--- src/rtl/freq_counter_pkg.sv ---
// Shared constants and helpers for the multi-channel frequency counter.
// Holds the 7-segment patterns and the saturating adder used by every channel.
package freq_counter_pkg;

    localparam int unsigned SEG_W    = 7;
    localparam int unsigned DISP_MAX = 99;

    localparam logic [SEG_W-1:0] SEG_DIGIT [0:9] = '{
        7'h3F, 7'h06, 7'h5B, 7'h4F, 7'h66,
        7'h6D, 7'h7D, 7'h07, 7'h7F, 7'h6F
    };
    localparam logic [SEG_W-1:0] SEG_DASH = 7'h40;

    // a + b clamped to max_v
    function automatic logic [31:0] sat_add(input logic [31:0] a,
                                            input logic [31:0] b,
                                            input logic [31:0] max_v);
        logic [32:0] sum;
        sum = {1'b0, a} + {1'b0, b};
        return (sum > {1'b0, max_v}) ? max_v : sum[31:0];
    endfunction

    function automatic logic [SEG_W-1:0] seg_digit(input logic [3:0] d);
        return (d <= 4'd9) ? SEG_DIGIT[d] : SEG_DASH;
    endfunction

endpackage

--- src/rtl/freq_counter_mc_chan.sv ---
// One measurement channel: synchroniser, edge detect, saturating live counter,
// and the per-window latch with its saturation flag.
module freq_chan
    import freq_counter_pkg::*;
#(
    parameter int unsigned CNT_W = 8
) (
    input  logic             clk,
    input  logic             rst_n,
    input  logic             i_sig,
    input  logic             i_both_edges,
    input  logic             i_close,
    output logic [CNT_W-1:0] o_next_c,
    output logic             o_sat
);

    localparam logic [31:0] MAX_V = 32'((64'(1) << CNT_W) - 64'(1));

    logic             r_sync1;
    logic             r_sync2;
    logic             r_prev;
    logic [CNT_W-1:0] r_live;
    logic             r_live_sat;
    logic [CNT_W-1:0] r_latched;
    logic             r_sat;

    logic             w_edge;
    logic             w_at_max;
    logic [CNT_W-1:0] w_sum;

    assign w_edge   = (r_sync2 & ~r_prev) | (i_both_edges & ~r_sync2 & r_prev);
    assign w_at_max = (32'(r_live) == MAX_V);
    assign w_sum    = CNT_W'(sat_add(32'(r_live), 32'(w_edge), MAX_V));

    // An edge seen in the close cycle is folded into the closing window.
    always_ff @(posedge clk or negedge rst_n) begin
        if (!rst_n) begin
            r_sync1    <= 1'b0;
            r_sync2    <= 1'b0;
            r_prev     <= 1'b0;
            r_live     <= '0;
            r_live_sat <= 1'b0;
            r_latched  <= '0;
            r_sat      <= 1'b0;
        end else begin
            r_sync1 <= i_sig;
            r_sync2 <= r_sync1;
            r_prev  <= r_sync2;
            if (i_close) begin
                r_latched  <= w_sum;
                r_sat      <= r_live_sat | (w_at_max & w_edge);
                r_live     <= '0;
                r_live_sat <= 1'b0;
            end else if (w_edge) begin
                if (w_at_max) begin
                    r_live_sat <= 1'b1;
                end else begin
                    r_live <= r_live + CNT_W'(1);
                end
            end
        end
    end

    // Value the latch holds from the next cycle on; lets the parent register it in step.
    assign o_next_c = i_close ? w_sum : r_latched;
    assign o_sat    = r_sat;

endmodule

--- src/rtl/freq_counter_mc.sv ---
// Multi-channel gated edge counter with a two-digit multiplexed 7-segment
// readout of the selected channel.
module freq_counter_mc
    import freq_counter_pkg::*;
#(
    parameter int unsigned N_CH           = 4,
    parameter int unsigned CNT_W          = 8,
    parameter int unsigned GATE_CYCLES    = 1000000,
    parameter int unsigned REFRESH_CYCLES = 1000,
    localparam int unsigned SEL_W         = (N_CH > 1) ? $clog2(N_CH) : 1
) (
    input  logic             clk,
    input  logic             rst_n,
    input  logic [N_CH-1:0]  sig_in,
    input  logic             both_edges,
    input  logic [SEL_W-1:0] ch_sel,
    output logic [6:0]       segments,
    output logic             digit,
    output logic [CNT_W-1:0] count_out,
    output logic [N_CH-1:0]  sat,
    output logic             update
);

    localparam int unsigned GATE_W = $clog2(GATE_CYCLES);
    localparam int unsigned REF_W  = (REFRESH_CYCLES > 1) ? $clog2(REFRESH_CYCLES) : 1;

    logic [GATE_W-1:0]           r_gate;
    logic [REF_W-1:0]            r_ref;
    logic                        r_digit;
    logic [SEG_W-1:0]            r_seg;
    logic [CNT_W-1:0]            r_count;
    logic                        r_update;

    logic                        w_close;
    logic                        w_ref_wrap;
    logic                        w_digit_next;
    logic [N_CH-1:0][CNT_W-1:0]  w_next;
    logic [N_CH-1:0]             w_sat;
    logic [CNT_W-1:0]            w_sel_val;
    logic [31:0]                 w_v32;
    logic [3:0]                  w_tens;
    logic [3:0]                  w_units;
    logic [SEG_W-1:0]            w_seg_next;

    assign w_close      = (r_gate == GATE_W'(GATE_CYCLES - 1));
    assign w_ref_wrap   = (r_ref == REF_W'(REFRESH_CYCLES - 1));
    assign w_digit_next = r_digit ^ w_ref_wrap;

    for (genvar g = 0; g < N_CH; g++) begin : g_chan
        freq_chan #(
            .CNT_W(CNT_W)
        ) u_chan (
            .clk         (clk),
            .rst_n       (rst_n),
            .i_sig       (sig_in[g]),
            .i_both_edges(both_edges),
            .i_close     (w_close),
            .o_next_c    (w_next[g]),
            .o_sat       (w_sat[g])
        );
    end

    always_comb begin
        w_sel_val = '0;
        for (int i = 0; i < N_CH; i++) begin
            if (ch_sel == SEL_W'(i)) begin
                w_sel_val = w_next[i];
            end
        end
    end

    // Binary to two decimal digits; values past 99 show dashes on both digits.
    always_comb begin
        w_v32   = 32'(w_sel_val);
        w_tens  = 4'(w_v32 / 32'd10);
        w_units = 4'(w_v32 % 32'd10);
        if (w_v32 > 32'(DISP_MAX)) begin
            w_seg_next = SEG_DASH;
        end else if (w_digit_next) begin
            w_seg_next = seg_digit(w_tens);
        end else begin
            w_seg_next = seg_digit(w_units);
        end
    end

    always_ff @(posedge clk or negedge rst_n) begin
        if (!rst_n) begin
            r_gate   <= '0;
            r_ref    <= '0;
            r_digit  <= 1'b0;
            r_seg    <= '0;
            r_count  <= '0;
            r_update <= 1'b0;
        end else begin
            r_gate   <= w_close ? '0 : r_gate + GATE_W'(1);
            r_ref    <= w_ref_wrap ? '0 : r_ref + REF_W'(1);
            r_digit  <= w_digit_next;
            r_seg    <= w_seg_next;
            r_count  <= w_sel_val;
            r_update <= w_close;
        end
    end

    assign segments  = r_seg;
    assign digit     = r_digit;
    assign count_out = r_count;
    assign sat       = w_sat;
    assign update    = r_update;

endmodule

--- config.mk ---
export PLATFORM = sky130hd
export DESIGN_NAME = freq_counter_mc
export DESIGN_NICKNAME = d
export VERILOG_FILES = /design/src/rtl/freq_counter_pkg.sv /design/src/rtl/freq_counter_mc_chan.sv /design/src/rtl/freq_counter_mc.sv
export SDC_FILE = /design/constraint.sdc
export NUM_CORES = 1
export LEC_CHECK = 0
export BUFFER_PORTS_ARGS = -buffer_cell sky130_fd_sc_hd__buf_2
export CORE_ASPECT_RATIO = 1.5
export CORE_MARGIN = 2
export CORE_UTILIZATION = 50
export DETAILED_ROUTE_END_ITERATION = 16
export HOLD_SLACK_MARGIN = 0.06
export PLACE_DENSITY_LB_ADDON = 0.1
export RECOVER_POWER = 100
export SETUP_SLACK_MARGIN = 0.2
export SYNTH_ARGS = -nofsm -noshare
export SYNTH_HDL_FRONTEND = slang
export SYNTH_SLANG_ARGS = --single-unit
--- constraint.sdc ---
create_clock -name clk -period 7.1 [get_ports clk]
set_input_delay 2.13 -clock clk [delete_from_list [all_inputs] [get_ports clk]]
set_output_delay 2.13 -clock clk [all_outputs]
set_load 0.01 [all_outputs]
# Word level (Yosys, flattened, before mapping)
# Memory sizes are Yosys's and may differ from the RTL's.
# Index checks and enable logic that the tools add are counted.
classes:
  n_addsub: 10
  mul: 0
  div_mod_pow: 2
  order_cmp: 9
  n_eq_ne: 13
  shifts: 0
  mux: 46
  n_bitwise: 35
  n_reduce_logical: 17
ops:
  columns: ["operator", "n"]
  rows:
  - ["$mux W8", 24]
  - ["$mux W7", 8]
  - ["$add A8 B1 Y9", 4]
  - ["$gt A9 B8 Y1 const B", 4]
  - ["$add A8 B1 Y8 const B", 4]
  - ["$div A8 B4 Y32 const B", 1]
  - ["$eq A8 B8 Y1 const B", 4]
  - ["$mod A8 B4 Y32 const B", 1]
  - ["$add A20 B1 Y20 const B", 1]
  - ["$eq A20 B20 Y1 const B", 1]
  - ["$mux W20", 1]
  - ["$and A1 B1 Y1", 16]
  - ["$reduce_and A2 Y1", 8]
  - ["$reduce_bool A2 Y1", 8]
  - ["$mux W1", 12]
  - ["$add A10 B1 Y10 const B", 1]
  - ["$eq A10 B10 Y1 const B", 1]
  - ["$ge A5 B5 Y1 const B", 2]
  - ["$mux W10", 1]
  - ["$not A4 Y5", 2]
  - ["$gt A8 B7 Y1 const B", 1]
  - ["$le A4 B4 Y1 const B", 2]
  - ["$ne A2 B2 Y1 const B", 4]
  - ["$not A1 Y1", 8]
  - ["5 further kinds", 13]
totals:
  register_bits: 131
  latch_bits: 0
  mem_bits_rw: 0
  mem_bits_ro: 224
  out_inout_bits: 21
  mem_count: 2
mem_list:
  columns: ["name", "depth", "word_bits", "rd", "rd_clocked_by_memory_dff", "write_ports", "line_no", "rtl"]
  rows:
  - ["(no name shown)", 16, 7, 1, 0, 0, "freq_counter_pkg.sv:24", "return (d <= 4'd9) ? SEG_DIGIT[d] : SEG_DASH;"]
  - ["(no name shown)", 16, 7, 1, 0, 0, "freq_counter_pkg.sv:24", null]

# Depth between registers and ports, before layout
depth:
  ltp_word: 20
  mapped_depth: 31
  depth_no_buf: 28

# By module
# Synthesis repeated with hierarchy kept, for this count alone.
hier_totals:
  cells_unflattened: 755
  area_unflattened_um2: 7455.9
modules_own_cells:
  columns: ["module", "instances", "cells_per_inst", "area_per_inst_um2"]
  rows:
  - ["freq_chan", 4, 106, 1064.8]
  - ["freq_counter_mc", 1, 331, 3196.8]

# Worst setup path before layout
# No wires, ideal clock.
synth_path:
  kind: "input to register"
  start: "input port both_edges"
  end: "register r_seg[0], in the netlist segments[0]"
  arrival_ns: 7.709
  required_ns: 7.013
  setup_slack_ns: -0.696
  cell_stages: 30
  n_path_buf: 3
  path_cell_list: "nand3_1 -> o21ai_0 -> ha_1 -> ha_1 -> nand3_1 -> nor2_1 -> mux2_1 -> mux4_2 -> mux2_4 -> or2_1 -> buf_6 -> ha_1 -> nor2b_1 -> clkbuf_1 -> nor4b_1 -> a31o_2 -> or3_1 -> buf_2 -> o21a_1 -> o21ai_1 -> o211a_2 -> nand2_2 -> inv_1 -> ha_1 -> o21a_1 -> nand2_1 -> a21oi_1 -> a21boi_0 -> and4b_1 -> a211oi_2"
synth_via:
  elab_chain_cells: 19
  word_cells_on_any_way: 49
  classes_between: "4 x add/sub; 2 x div; 7 x order compare; 20 x mux; 14 x bitwise; 2 x memory"
synth_rtl:
  columns: ["element", "line_no", "rtl"]
  rows:
  - ["from (decl)", "freq_counter_mc.sv:15", "input logic both_edges,"]
  - ["$and A1 B1 Y1 (2 in a row)", "freq_counter_mc_chan.sv:31", "assign w_edge = (r_sync2 & ~r_prev) | (i_both_edges & ~r_sync2 & r_prev);"]
  - ["$or A1 B1 Y1", "freq_counter_mc_chan.sv:31", null]
  - ["$add A8 B1 Y9", "freq_counter_pkg.sv:19", "sum = {1'b0, a} + {1'b0, b};"]
  - ["$gt A9 B8 Y1", "freq_counter_pkg.sv:20", "return (sum > {1'b0, max_v}) ? max_v : sum[31:0];"]
  - ["$mux W8", "freq_counter_pkg.sv:20", null]
  - ["$mux W8", null, null]
  - ["$mux W8 (3 in a row)", "freq_counter_mc.sv:66", "if (ch_sel == SEL_W'(i)) begin"]
  - ["$mux W8 (*)", "freq_counter_mc.sv:66", null]
  - ["$mod A8 B4 Y32 or $div A8 B4 Y32 (tied branches)", "freq_counter_mc.sv:76, freq_counter_mc.sv:75", null]
  - ["$not A4 Y5 (implied by the code)", "freq_counter_pkg.sv:24", null]
  - ["$mem_v2 Z16 W7", null, null]
  - ["$mux W7 (implied by the code) (2 in a row)", "freq_counter_pkg.sv:24", null]
  - ["$mux W7", "freq_counter_pkg.sv:24", null]
  - ["$mux W7", "freq_counter_mc.sv:79", "end else if (w_digit_next) begin"]
  - ["$mux W7 (*)", "freq_counter_mc.sv:77", "if (w_v32 > 32'(DISP_MAX)) begin"]
  - ["net w_seg_next[0]", "freq_counter_mc.sv:43", "logic [SEG_W-1:0] w_seg_next;"]
  - ["to (signal assigned)", "freq_counter_mc.sv:98", "r_seg <= w_seg_next;"]
  - ["to (decl)", "freq_counter_mc.sv:30", "logic [SEG_W-1:0] r_seg;"]
# The timed path passes the listed nets; every way through them passes the cells marked *. The select of a mux whose other input is x is not followed.
# A chain may end at the register's enable or synchronous reset.

# Final worst setup path
layout_path:
  start: "input port both_edges"
  end: "register r_seg[4], in the netlist segments[4]"
# Same word-level chain as after synthesis.

==> out/metrics.csv <==
stage,metric,value,unit
critical_path,slowest_stage,or4_4,
routing,drc_errors,0,
power,peakVddDrop,0.192,mV
clock_network,htree_num_levels,4,
timing,skew,0.00988,ns
clock_network,worstSkewPairLatency,0.43,ns
critical_path,slowest_delay,0.53,ns
place,pre_cts_ws,-0.666,ns
routing,dr.pass1.iters,5,
critical_path,r2r_start,r_gate[8],
power,power.total,0.00248,W
cells_and_area,fin_nets,900,
hold_path,min_path_cells,0,
clock_network,numClockSinks,131,
cells_and_area,utilization,62.8,%
place,gp_congestion,0.876,
place,dp_hpwl,12.6,mm
critical_path,crit_required,7.39,ns
cells_and_area,drive_gt1_share,24.5,%
clock_network,cts_root_buffer,clkbuf_16,
timing,timing.final.crit_share,98.3,%
critical_path,worst_r2r_endpoint,segments[4],
global_routing,grt_pass1_vias,6190,
die,core-area,0.0145,mm²
yosys,ys_seq_area_share,44.1,%
yosys,async_flop_share,100,%
routing,vias_per_cell,5.70,
yosys,synth_edf_count,0,
job,drv_cap,1,
yosys,avgSynthCellArea,9.54,µm²
global_routing,grt.total_usage,23.7,%
timing,grt_setup_unrepaired,yes,
die,die_area,0.0159,mm²
routing,wl,18.0,mm
critical_path,timing_worst_setup_path_type,in2reg,
routing,dr_total_vias,6130,
timing,min_period,6.98,ns
die,rows,54,
power,switchingPower,0.000829,W
timing,worstMarginPinSlew,4.01,ns
power,pwr-share-clk,35.7,%
global_routing,grt_overflow,0,
hold_path,hold_path.class,reg2reg,
die,start_util,51.2,%
yosys,syn_area,0.00743,mm²
clock_network,clkTransAtPathRegs,0.06,ns
yosys,ys.flop_type,dfrtp_1,
timing,setup_ws,0.120,ns
global_routing,grt_max_degree,77,
routing,initialDrtViolationCount,333,
clock_network,cts_tree,yes,
hold_path,whs_endpoint,g_chan[3].u_chan.r_sync2,
die,die_h,153,µm
timing,fin_tns_setup,0,ns
timing,relSlewSlack,-167,%
yosys,ys_ff_latch,131,
timing,hold_viol,0,
routing,antenna_left,0,
power,p_comb_share,25.2,%
outcome,violations,"capacitance limit, slew limit",
yosys,yosys_warnings,0,
timing,fmax,0.143,GHz
hold_path,hp-start,g_chan[3].u_chan.r_sync1,
cells_and_area,final_common_cell,dfrtp_1,
critical_path,crit_fanout,8,
global_routing,grt_first_pass_wirelength,29.9,mm
place,port_buffers,29,
die,num_io_pins,30,
power,pwr-share-seq,39.1,%
power,switching_share,33.4,%
power,p_leak,3.87,nW
outcome,outcome,"complete, but fails checks",
power,p_int,0.00165,W
power,power_density,272,mW/mm²
die,die_w,104,µm
cells_and_area,area.growth.synth_to_final,22.7,%
timing,setup_violations,0,
place,dpl_cell_area,0.00825,mm²
critical_path,endpoint_kind,flop,
timing,drv_slew,77,
critical_path,cp.arrival,7.27,ns
cells_and_area,mostFrequentLayoutCells,"dfrtp_1, nor2_1, buf_4",
critical_path,rr_worst_depth,23,
yosys,synthesis.nets,812,
critical_path,reg2reg_slack,0.37,ns
yosys,synth_cell_type_count,87,
clock_network,numCtsBuffers,17,
clock_network,cts_buffer_depth,2,
global_routing,grt_antenna_before_repair,0,
critical_path,startpoint_type,primary input,
critical_path,cpLargestDelayFamily,simple AND/OR/NAND/NOR gates,
cells_and_area,final_area,0.00913,mm²
critical_path,crit_buf_inv,2,
routing,avgRoutedWirePerCell,16.8,µm
cells_and_area,antenna_cells,0,
yosys,syn-instance-count,779,
## synthesized netlist by cell type (12+ instances only)
| master | number | share of area, % |
|---|---|---|
| a21oi_1 | 34 | 2.3 |
| nand3_1 | 38 | 2.6 |
| clkbuf_1 | 26 | 1.3 |
| o21ai_0 | 33 | 2.2 |
| nor2_1 | 108 | 5.5 |
| nand2_1 | 61 | 3.1 |
| nand4_1 | 15 | 1.3 |
| dfrtp_1 | 131 | 44 |
| xor2_1 | 28 | 3.3 |
| inv_1 | 21 | 1.1 |
| nor3_1 | 24 | 1.6 |
| xnor2_1 | 31 | 3.7 |
| ha_1 | 24 | 4.0 |
| and3_1 | 12 | 1.0 |
## area by class of cell
class / instances / area, µm²
multi-input combinational: 585 / 4190
tap: 196 / 245
clock inverter: 15 / 169
fill: 1240 / 5400
sequential: 131 / 3280
inverter: 24 / 95.1
clock buffer: 17 / 425
timing repair buffer: 108 / 722
## power by group through the flow
stage	logic [W]	registers, W	clock network (W)
floorplan	0.000441	0.000901	0
global placement	0.000553	0.000965	0
detailed placement	0.000573	0.000968	0
CTS	0.000602	0.000961	0.000902
global route	0.000693	0.000983	0.000933
finish	0.000625	0.000969	0.000886
## how the worst max path moves through the flow
stage / start / end / depth (start not counted)
2_1_floorplan: both_edges / segments[4] / 28
3_3_place_gp: both_edges / segments[4] / 26
3_5_place_dp: both_edges / segments[4] / 26
4_1_cts: both_edges / segments[4] / 27
5_1_grt: both_edges / segments[0] / 29
6_report: both_edges / segments[4] / 26
## worst register-to-register path, cell delays in order, from the launching register on
cell       delay, ns
dfrtp_1         0.41
or4b_4          0.59
nor4_1          0.96
nand2_2         0.12
clkinv_2        0.11
buf_4           0.61
a2111oi_0       0.33
nor4_4          0.32
clkinv_2        0.13
ha_4            0.30
nor2b_4         0.04
buf_6           0.12
nand4b_1        0.10
o41ai_2         0.07
or3_4           0.44
nand2b_4        0.16
a221o_1         0.36
nor2_2          0.15
nand2_4         0.12
xnor2_4         0.16
ha_2            0.20
or4_4           0.53
o311ai_2        0.11
o32ai_2         0.15
## metal layers
metal  routed length [µm]  track usage [%]  vias to the layer above  share of wire (%)
li1                     -                -                     2956                  -
met1                 7030             25.9                     2990                 39
met2                 9660             43.2                      129                 54
met3                  606             4.39                       55                3.4
met4                  744             12.6                        0                4.1
met5                    0                0                        -                  0
## cell families (layout without fill, tap and decap cells)
family                   Yosys count  after routing  synth area share [%]
AND/OR/NAND/NOR                  321            321                  21.7
adder cells (fa/ha/maj)           24             24                  4.04
flip-flops                       131            131                  44.1
multiplexers                      24             24                  4.54
AO/OA/AOI/OAI                    156            156                  14.5
buffers and inverters             63            164                  3.79
XOR/XNOR                          60             60                  7.32
## per-stage QoR
| step | instances | hold WS [ns] |
|---|---|---|
| final | 1076 | 0.348 |
| after global routing | 1076 | 0.351 |
| after CTS | 1069 | 0.350 |
| after detailed placement | 1032 | 0.336 |
| after global placement | 1032 | 0.333 |
| after floorplan | 779 | 0.331 |
## state kept, by name, summed over array words and instances (netlist names)
name                      flops
g_chan.u_chan.r_latched      32
g_chan.u_chan.r_live         32
r_gate                       20
r_ref                        10
count_out                     8
segments                      7
g_chan.u_chan.o_sat           4
g_chan.u_chan.r_live_sat      4
g_chan.u_chan.r_prev          4
g_chan.u_chan.r_sync1         4
g_chan.u_chan.r_sync2         4
digit                         1
update                        1
## what timing repair did
action,CTS,global route
hold buffers,0,0
setup buffers,5,7
endpoints found under the setup margin,7,7
pin swaps,13,21
cloned,0,0
gates resized for setup,32,20
Note: power is estimated with default switching activity, not from simulation.
